File: config.mk
export PLATFORM = sky130hd
export DESIGN_NAME = trunc_pipe_flat
export DESIGN_NICKNAME = d
export VERILOG_FILES = /design/src/rtl/trunc_if.sv /design/src/rtl/trunc_pipe.sv /design/src/flat_wrapper.sv
export SDC_FILE = /design/constraint.sdc
export NUM_CORES = 1
export LEC_CHECK = 0
export ABC_AREA = 1
export ABC_CLOCK_PERIOD_IN_PS = 13050
export CAP_MARGIN = 15
export CORE_MARGIN = 1
export CORE_UTILIZATION = 60
export DETAILED_ROUTE_END_ITERATION = 8
export PLACE_DENSITY = 0.95
export SLEW_MARGIN = 40
export SYNTH_ARGS = -nofsm -noshare
export SYNTH_HDL_FRONTEND = slang
export SYNTH_SLANG_ARGS = --single-unit
export TNS_END_PERCENT = 100
File: constraint.sdc
create_clock -name clk -period 13.05 [get_ports clk]
set_clock_uncertainty 0.05 [all_clocks]
set_input_delay 2.61 -clock clk [delete_from_list [all_inputs] [get_ports clk]]
set_output_delay 2.61 -clock clk [all_outputs]
set_load 0.02 [all_outputs]
File: src/rtl/trunc_if.sv
// Streaming bus between accumulator drain and trunc_pipe: valid/ready input and output
// beats, runtime shift amount and per-channel saturation flags.
interface trunc_if #(
  parameter int IN_WIDTH  = 24,
  parameter int OUT_WIDTH = 8,
  parameter int CH        = 4
);
  localparam int SHIFT_W = $clog2(IN_WIDTH);

  logic [SHIFT_W-1:0]       shift;
  logic                     in_valid;
  logic                     in_ready;
  logic [CH*IN_WIDTH-1:0]   in_data;
  logic                     out_valid;
  logic                     out_ready;
  logic [CH*OUT_WIDTH-1:0]  out_data;
  logic [CH-1:0]            out_sat;

  modport master (
    output shift, in_valid, in_data, out_ready,
    input  in_ready, out_valid, out_data, out_sat
  );

  modport slave (
    input  shift, in_valid, in_data, out_ready,
    output in_ready, out_valid, out_data, out_sat
  );
endinterface

File: src/rtl/trunc_pipe.sv
// Two-stage multi-channel requantiser: arithmetic right shift (+ round-half-up when
// TRUNC_ROUND_EN is defined), then saturation to OUT_WIDTH with a saturating clip counter.
module trunc_pipe #(
  parameter int IN_WIDTH  = 24,
  parameter int OUT_WIDTH = 8,
  parameter int CH        = 4,
  parameter int CNT_W     = 16
) (
  input  logic             clk,
  input  logic             rst,
  trunc_if.slave           bus,
  input  logic             sat_clr,
  output logic [CNT_W-1:0] sat_cnt
);

  localparam int SHIFT_W   = $clog2(IN_WIDTH);
  localparam int MAX_SHIFT = IN_WIDTH - OUT_WIDTH;
  localparam int PW        = $clog2(CH + 1);

  typedef logic signed [IN_WIDTH:0] wide_t;

  localparam logic signed [OUT_WIDTH-1:0] OUT_MAX = {1'b0, {(OUT_WIDTH-1){1'b1}}};
  localparam logic signed [OUT_WIDTH-1:0] OUT_MIN = {1'b1, {(OUT_WIDTH-1){1'b0}}};
  localparam wide_t WIDE_MAX = wide_t'(OUT_MAX);
  localparam wide_t WIDE_MIN = wide_t'(OUT_MIN);

  function automatic logic [SHIFT_W-1:0] clamp_shift(input logic [SHIFT_W-1:0] sh);
    return (sh > SHIFT_W'(MAX_SHIFT)) ? SHIFT_W'(MAX_SHIFT) : sh;
  endfunction

  // Widened by one bit so the rounding increment cannot overflow the most positive input.
  function automatic wide_t shift_round(input logic signed [IN_WIDTH-1:0] x,
                                        input logic [SHIFT_W-1:0]         s);
    wide_t v;
    v = wide_t'(x);
`ifdef TRUNC_ROUND_EN
    if (s != '0)
      v = v + (wide_t'(1) <<< (s - SHIFT_W'(1)));
`endif
    return v >>> s;
  endfunction

  // Returns {clipped, value}.
  function automatic logic [OUT_WIDTH:0] saturate(input wide_t y);
    if (y > WIDE_MAX)
      return {1'b1, OUT_MAX};
    else if (y < WIDE_MIN)
      return {1'b1, OUT_MIN};
    else
      return {1'b0, y[OUT_WIDTH-1:0]};
  endfunction

  function automatic logic [PW-1:0] popcount(input logic [CH-1:0] f);
    logic [PW-1:0] n;
    n = '0;
    for (int i = 0; i < CH; i++)
      n = n + PW'(f[i]);
    return n;
  endfunction

  function automatic logic [CNT_W-1:0] sat_add(input logic [CNT_W-1:0] cnt,
                                               input logic [PW-1:0]    inc);
    logic [CNT_W:0] sum;
    sum = {1'b0, cnt} + (CNT_W+1)'(inc);
    return sum[CNT_W] ? {CNT_W{1'b1}} : sum[CNT_W-1:0];
  endfunction

  logic                     vld_p1;
  wide_t                    y_p1 [CH];
  logic                     vld_p2;
  logic [CH*OUT_WIDTH-1:0]  data_p2;
  logic [CH-1:0]            sat_p2;

  logic                     s1_adv;
  logic                     s2_adv;
  logic                     out_hs;
  logic [SHIFT_W-1:0]       s_eff;
  wide_t                    y_nxt [CH];
  logic [CH*OUT_WIDTH-1:0]  data_nxt;
  logic [CH-1:0]            sat_nxt;
  logic [PW-1:0]            beat_clips;

  assign s2_adv = !vld_p2 || bus.out_ready;
  assign s1_adv = !vld_p1 || s2_adv;
  assign out_hs = vld_p2 && bus.out_ready;

  assign bus.in_ready  = s1_adv && !rst;
  assign bus.out_valid = vld_p2;
  assign bus.out_data  = data_p2;
  assign bus.out_sat   = sat_p2;

  assign s_eff      = clamp_shift(bus.shift);
  assign beat_clips = popcount(sat_p2);

  always_comb begin
    for (int c = 0; c < CH; c++)
      y_nxt[c] = shift_round(bus.in_data[c*IN_WIDTH +: IN_WIDTH], s_eff);
  end

  always_comb begin
    data_nxt = '0;
    sat_nxt  = '0;
    for (int c = 0; c < CH; c++)
      {sat_nxt[c], data_nxt[c*OUT_WIDTH +: OUT_WIDTH]} = saturate(y_p1[c]);
  end

  // S1: shifted (and rounded) value, which already embeds the shift sampled with the beat
  always_ff @(posedge clk or posedge rst) begin
    if (rst) begin
      vld_p1 <= 1'b0;
      for (int c = 0; c < CH; c++)
        y_p1[c] <= '0;
    end else if (s1_adv) begin
      vld_p1 <= bus.in_valid;
      if (bus.in_valid)
        y_p1 <= y_nxt;
    end
  end

  // S2: saturated output and clip flags, frozen while the consumer stalls
  always_ff @(posedge clk or posedge rst) begin
    if (rst) begin
      vld_p2  <= 1'b0;
      data_p2 <= '0;
      sat_p2  <= '0;
    end else if (s2_adv) begin
      vld_p2 <= vld_p1;
      if (vld_p1) begin
        data_p2 <= data_nxt;
        sat_p2  <= sat_nxt;
      end
    end
  end

  // Clear wins over accumulation, but a beat leaving in the same cycle still counts.
  always_ff @(posedge clk or posedge rst) begin
    if (rst)
      sat_cnt <= '0;
    else if (sat_clr)
      sat_cnt <= out_hs ? CNT_W'(beat_clips) : '0;
    else if (out_hs)
      sat_cnt <= sat_add(sat_cnt, beat_clips);
  end

endmodule
File: src/flat_wrapper.sv
// flat-port wrapper written by rule: the top's interface ports become plain ports
module trunc_pipe_flat 
#(
  parameter int IN_WIDTH  = 24,
  parameter int OUT_WIDTH = 8,
  parameter int CH        = 4,
  parameter int CNT_W     = 16
)
  (clk, rst, sat_clr, sat_cnt, bus_shift, bus_in_valid, bus_in_data, bus_out_ready, bus_in_ready, bus_out_valid, bus_out_data, bus_out_sat);
  trunc_if #(.IN_WIDTH(IN_WIDTH), .OUT_WIDTH(OUT_WIDTH), .CH(CH)) bus_i ();
  input  logic clk;
  input  logic rst;
  input  logic sat_clr;
  output logic [CNT_W-1:0] sat_cnt;
  input wire logic [$bits(bus_i.shift)-1:0] bus_shift;
  input wire logic [$bits(bus_i.in_valid)-1:0] bus_in_valid;
  input wire logic [$bits(bus_i.in_data)-1:0] bus_in_data;
  input wire logic [$bits(bus_i.out_ready)-1:0] bus_out_ready;
  output wire logic [$bits(bus_i.in_ready)-1:0] bus_in_ready;
  output wire logic [$bits(bus_i.out_valid)-1:0] bus_out_valid;
  output wire logic [$bits(bus_i.out_data)-1:0] bus_out_data;
  output wire logic [$bits(bus_i.out_sat)-1:0] bus_out_sat;
  assign bus_i.shift = bus_shift;
  assign bus_i.in_valid = bus_in_valid;
  assign bus_i.in_data = bus_in_data;
  assign bus_i.out_ready = bus_out_ready;
  assign bus_in_ready = bus_i.in_ready;
  assign bus_out_valid = bus_i.out_valid;
  assign bus_out_data = bus_i.out_data;
  assign bus_out_sat = bus_i.out_sat;
  trunc_pipe #(.IN_WIDTH(IN_WIDTH), .OUT_WIDTH(OUT_WIDTH), .CH(CH), .CNT_W(CNT_W)) u_core (.clk(clk), .rst(rst), .bus(bus_i), .sat_clr(sat_clr), .sat_cnt(sat_cnt));
endmodule
==> impl_metrics.py <==
metrics = {
    "outcome": {
        "status": "completed",
    },
    "layout": {
        "syn2layout_area_growth_pct": 18.74,
        "fillers": 1472,
        "stdcell_area_sq_mm": 0.01366,
        "n_antenna_cell": 0,
        "nets": 2034,
        "drive_gt1_frac": 0.04602,
    },
    "global_routing": {
        "grt-ovfl-total": 0,
        "grt_pass1_wl_um": 57340,
        "grt_max_degree": 100,
        "first_global_vias": 11830,
        "antenna_found_initial": 0,
        "grt_use_total": 0.3595,
    },
    "die": {
        "ios": 160,
        "std_cell_rows": 50,
        "die_h_um": 140.5,
        "die_w_um": 140.5,
        "start_util": 0.6130,
        "core-area_sq_mm": 0.01877,
        "die_area_sq_mm": 0.01973,
    },
    "cts": {
        "clock-sinks": 150,
        "htreeDepth": 4,
        "cts_buffer_depth": 2,
        "cts_resized": 0,
        "clkTransAtPathRegs_ns": 0.06,
        "tritoncts": "done",
        "ctsHoldBuffers": 0,
        "cts_made_buffers": 17,
        "cts_setup_buffers": 0,
        "cts_root_buf": "clkbuf_16",
        "insertion_delay_ns": 0.43,
    },
    "pwr": {
        "power.density_mw_per_mm2": 130.9,
        "p_seq_frac": 0.351,
        "max-vdd-ir-drop_v": 0.0001235,
        "switching_power_uw": 659.8,
        "power.share.combinational": 0.362,
        "switching_share": 0.3690,
        "p_int_mw": 1.128,
        "p_clk_frac": 0.287,
        "leakagePower_nw": 6.887,
    },
    "yosys": {
        "synth-xor-area-share": 0.004568,
        "ys_warn_count": 0,
        "synthTopCellsByCount": "nand3_1, nand2_1, inv_1, dfrtp_1, clkbuf_1",
        "ys.flop_type": "dfrtp_1",
        "syn_nets": 1951,
        "yosys.area_share.simple": 0.4864,
        "synth_area_sq_mm": 0.01150,
        "synth_cell_types": 33,
        "synth_area_leaders": "dfrtp_1, nand3_1, nand2_1",
        "synth_top_family_by_area": "simple AND/OR/NAND/NOR gates",
        "synth_edf_count": 0,
        "yosysSeqAreaShare": 0.3263,
        "synth_top_area_frac": 0.3263,
        "synthMuxAreaShare": 0,
        "post_synth_fa_ha_maj_area_fraction": 0.008918,
        "netlist_instances": 1838,
        "synthArstFlopShare": 1.000,
        "synth.avg_cell_area_sq_um": 6.259,
        "yosysTopAreaCell": "dfrtp_1",
        "synth_seq_cells": 150,
        "synth.most_common_cell": "nand3_1",
        "synth_compound_area_frac": 0.05492,
    },
    "timing": {
        "timing.final.hold_violations": 0,
        "final.setup.tns_ns": 0,
        "drv_slew": 0,
        "worstMarginPinSlew_ns": 0.8654,
        "finalCritPeriodShare": 0.5378,
        "rsz0062_at_grt": "no",
        "setup_violations": 0,
        "relSlewSlack": 0.4231,
        "fmax_mhz": 142.5,
        "finalCriticalPeriod_ns": 7.019,
    },
    "drt": {
        "drtIter0Drc": 1600,
        "drc": 0,
        "wl_per_cell_um": 16.13,
        "postRouteAntennaNets": 0,
        "wl_um": 34970,
        "via_per_inst": 6.122,
        "vias": 13270,
        "dr.pass1.iters": 6,
    },
    "placed_design": {
        "gp_congestion": 0.9578,
        "place.port_buffers": 159,
        "dp_hpwl_um": 23990,
        "dpl_cell_area_sq_mm": 0.01303,
    },
    "critical_path": {
        "worstPathRequired_ns": 10.39,
        "cpMaxStageDelayCell": "clkdlybuf4s50_1",
        "crit_type": "in2out",
        "max_stage_delay_ns": 0.60,
        "path_cells": "clkdlybuf4s50_1 > inv_6 > nand2_1 > inv_1 > clkdlybuf4s50_1",
        "cp.arrival_ns": 4.36,
        "crit_fanout": 68,
        "start_kind": "input pin",
        "crit_path_frequent_cell": "clkdlybuf4s50_1",
        "cp-end-kind": "output pin",
    },
    "worst_hold_path": {
        "min_path_type": "reg2reg",
    },
    "run": {
        "cap_violations": 0,
    },
}
path summary, 6_finish.rpt:
| path | start | endpoint | slack, ns | cells past startpoint |
|---|---|---|---|---|
| max | rst | bus_in_ready | 6.03 | 5 |
| min | u_core.y_p1[34] | u_core.y_p1[34] | 0.44 | 2 |
| max reg2reg | u_core.bus.out_sat[1] | u_core.sat_cnt[4] | 9.53 | 14 |
| min reg2reg | u_core.y_p1[34] | u_core.y_p1[34] | 0.44 | 2 |
| max in group asynchronous | rst | u_core.y_p1[69] | 9.23 | 3 |
| min in group asynchronous | rst | u_core.sat_cnt[11] | 2.57 | 2 |
power by group through the flow:
stage	registers (mW)	logic [mW]	clock network, mW
after floorplan	0.669	0.360	0
after global placement	0.626	0.599	0
after detailed placement	0.632	0.625	0
after CTS	0.625	0.637	0.513
after global routing	0.637	0.711	0.536
final	0.628	0.646	0.514
layout by cell type, fill, tap and decap left out, types with 22 or more instances in the layout:
master           Yosys  layout
a21oi_1             34      34
clkdlybuf4s50_1      0     158
dfrtp_1            150     150
inv_1              219     218
nand2_1            515     513
nand3_1            590     590
nand4_1             22      22
nor2_1              34      32
o21ai_0             43      43
or2_2               29      29
cell type report:
class                   instances  area, sq um  area share
clock buffers                  19        452.9     0.03316
clock inverters                13        171.4     0.01255
inverters                     223        842.1     0.06164
multi-input cells            1355         6416      0.4697
flip-flops and latches        150         3754      0.2748
well taps                     234        292.8     0.02143
repair buffers                174         1732      0.1268
worst max-delay path: cells and delay by family:
family	cells	cell delay, ns
simple gates	1	0.12
buf+inv	4	1.59
metrics by stage:
stage,worst slack [ns],total power [mW],utilization,cells,hold slack [ns]
detailed placement,6.029,1.257,0.6943,2136,0.4256
CTS,5.998,1.775,0.7276,2168,0.4401
finish,6.031,1.788,0.7279,2168,0.4380
global placement,6.043,1.225,0.6913,2134,0.4109
global route,5.871,1.885,0.7279,2168,0.4660
floorplan,4.276,1.029,-,1838,0.3992
per-layer routing:
| layer | vias to the layer above | part of all wire | GRT usage |
|---|---|---|---|
| li1 | 6241 | - | - |
| met1 | 6008 | 0.42 | 0.5196 |
| met2 | 945 | 0.44 | 0.5450 |
| met3 | 79 | 0.12 | 0.07863 |
| met4 | 0 | 0.020 | 0.09325 |
| met5 | - | 0 | 0 |
cells by family after synthesis:
logic type	count (synthesis)
simple gates	1228
buf+inv	333
flops	150
compound gates	114
fa+ha+maj	7
xor+xnor	6
registers in the layout (all words and copies together), names as in the netlist:
signal and count:
u_core.bus.out_valid 1, u_core.bus.out_data 32, u_core.bus.out_sat 4, u_core.vld_p1 1
u_core.sat_cnt 16, u_core.y_p1 96
No activity file was read; power rests on OpenSTA's default activity.
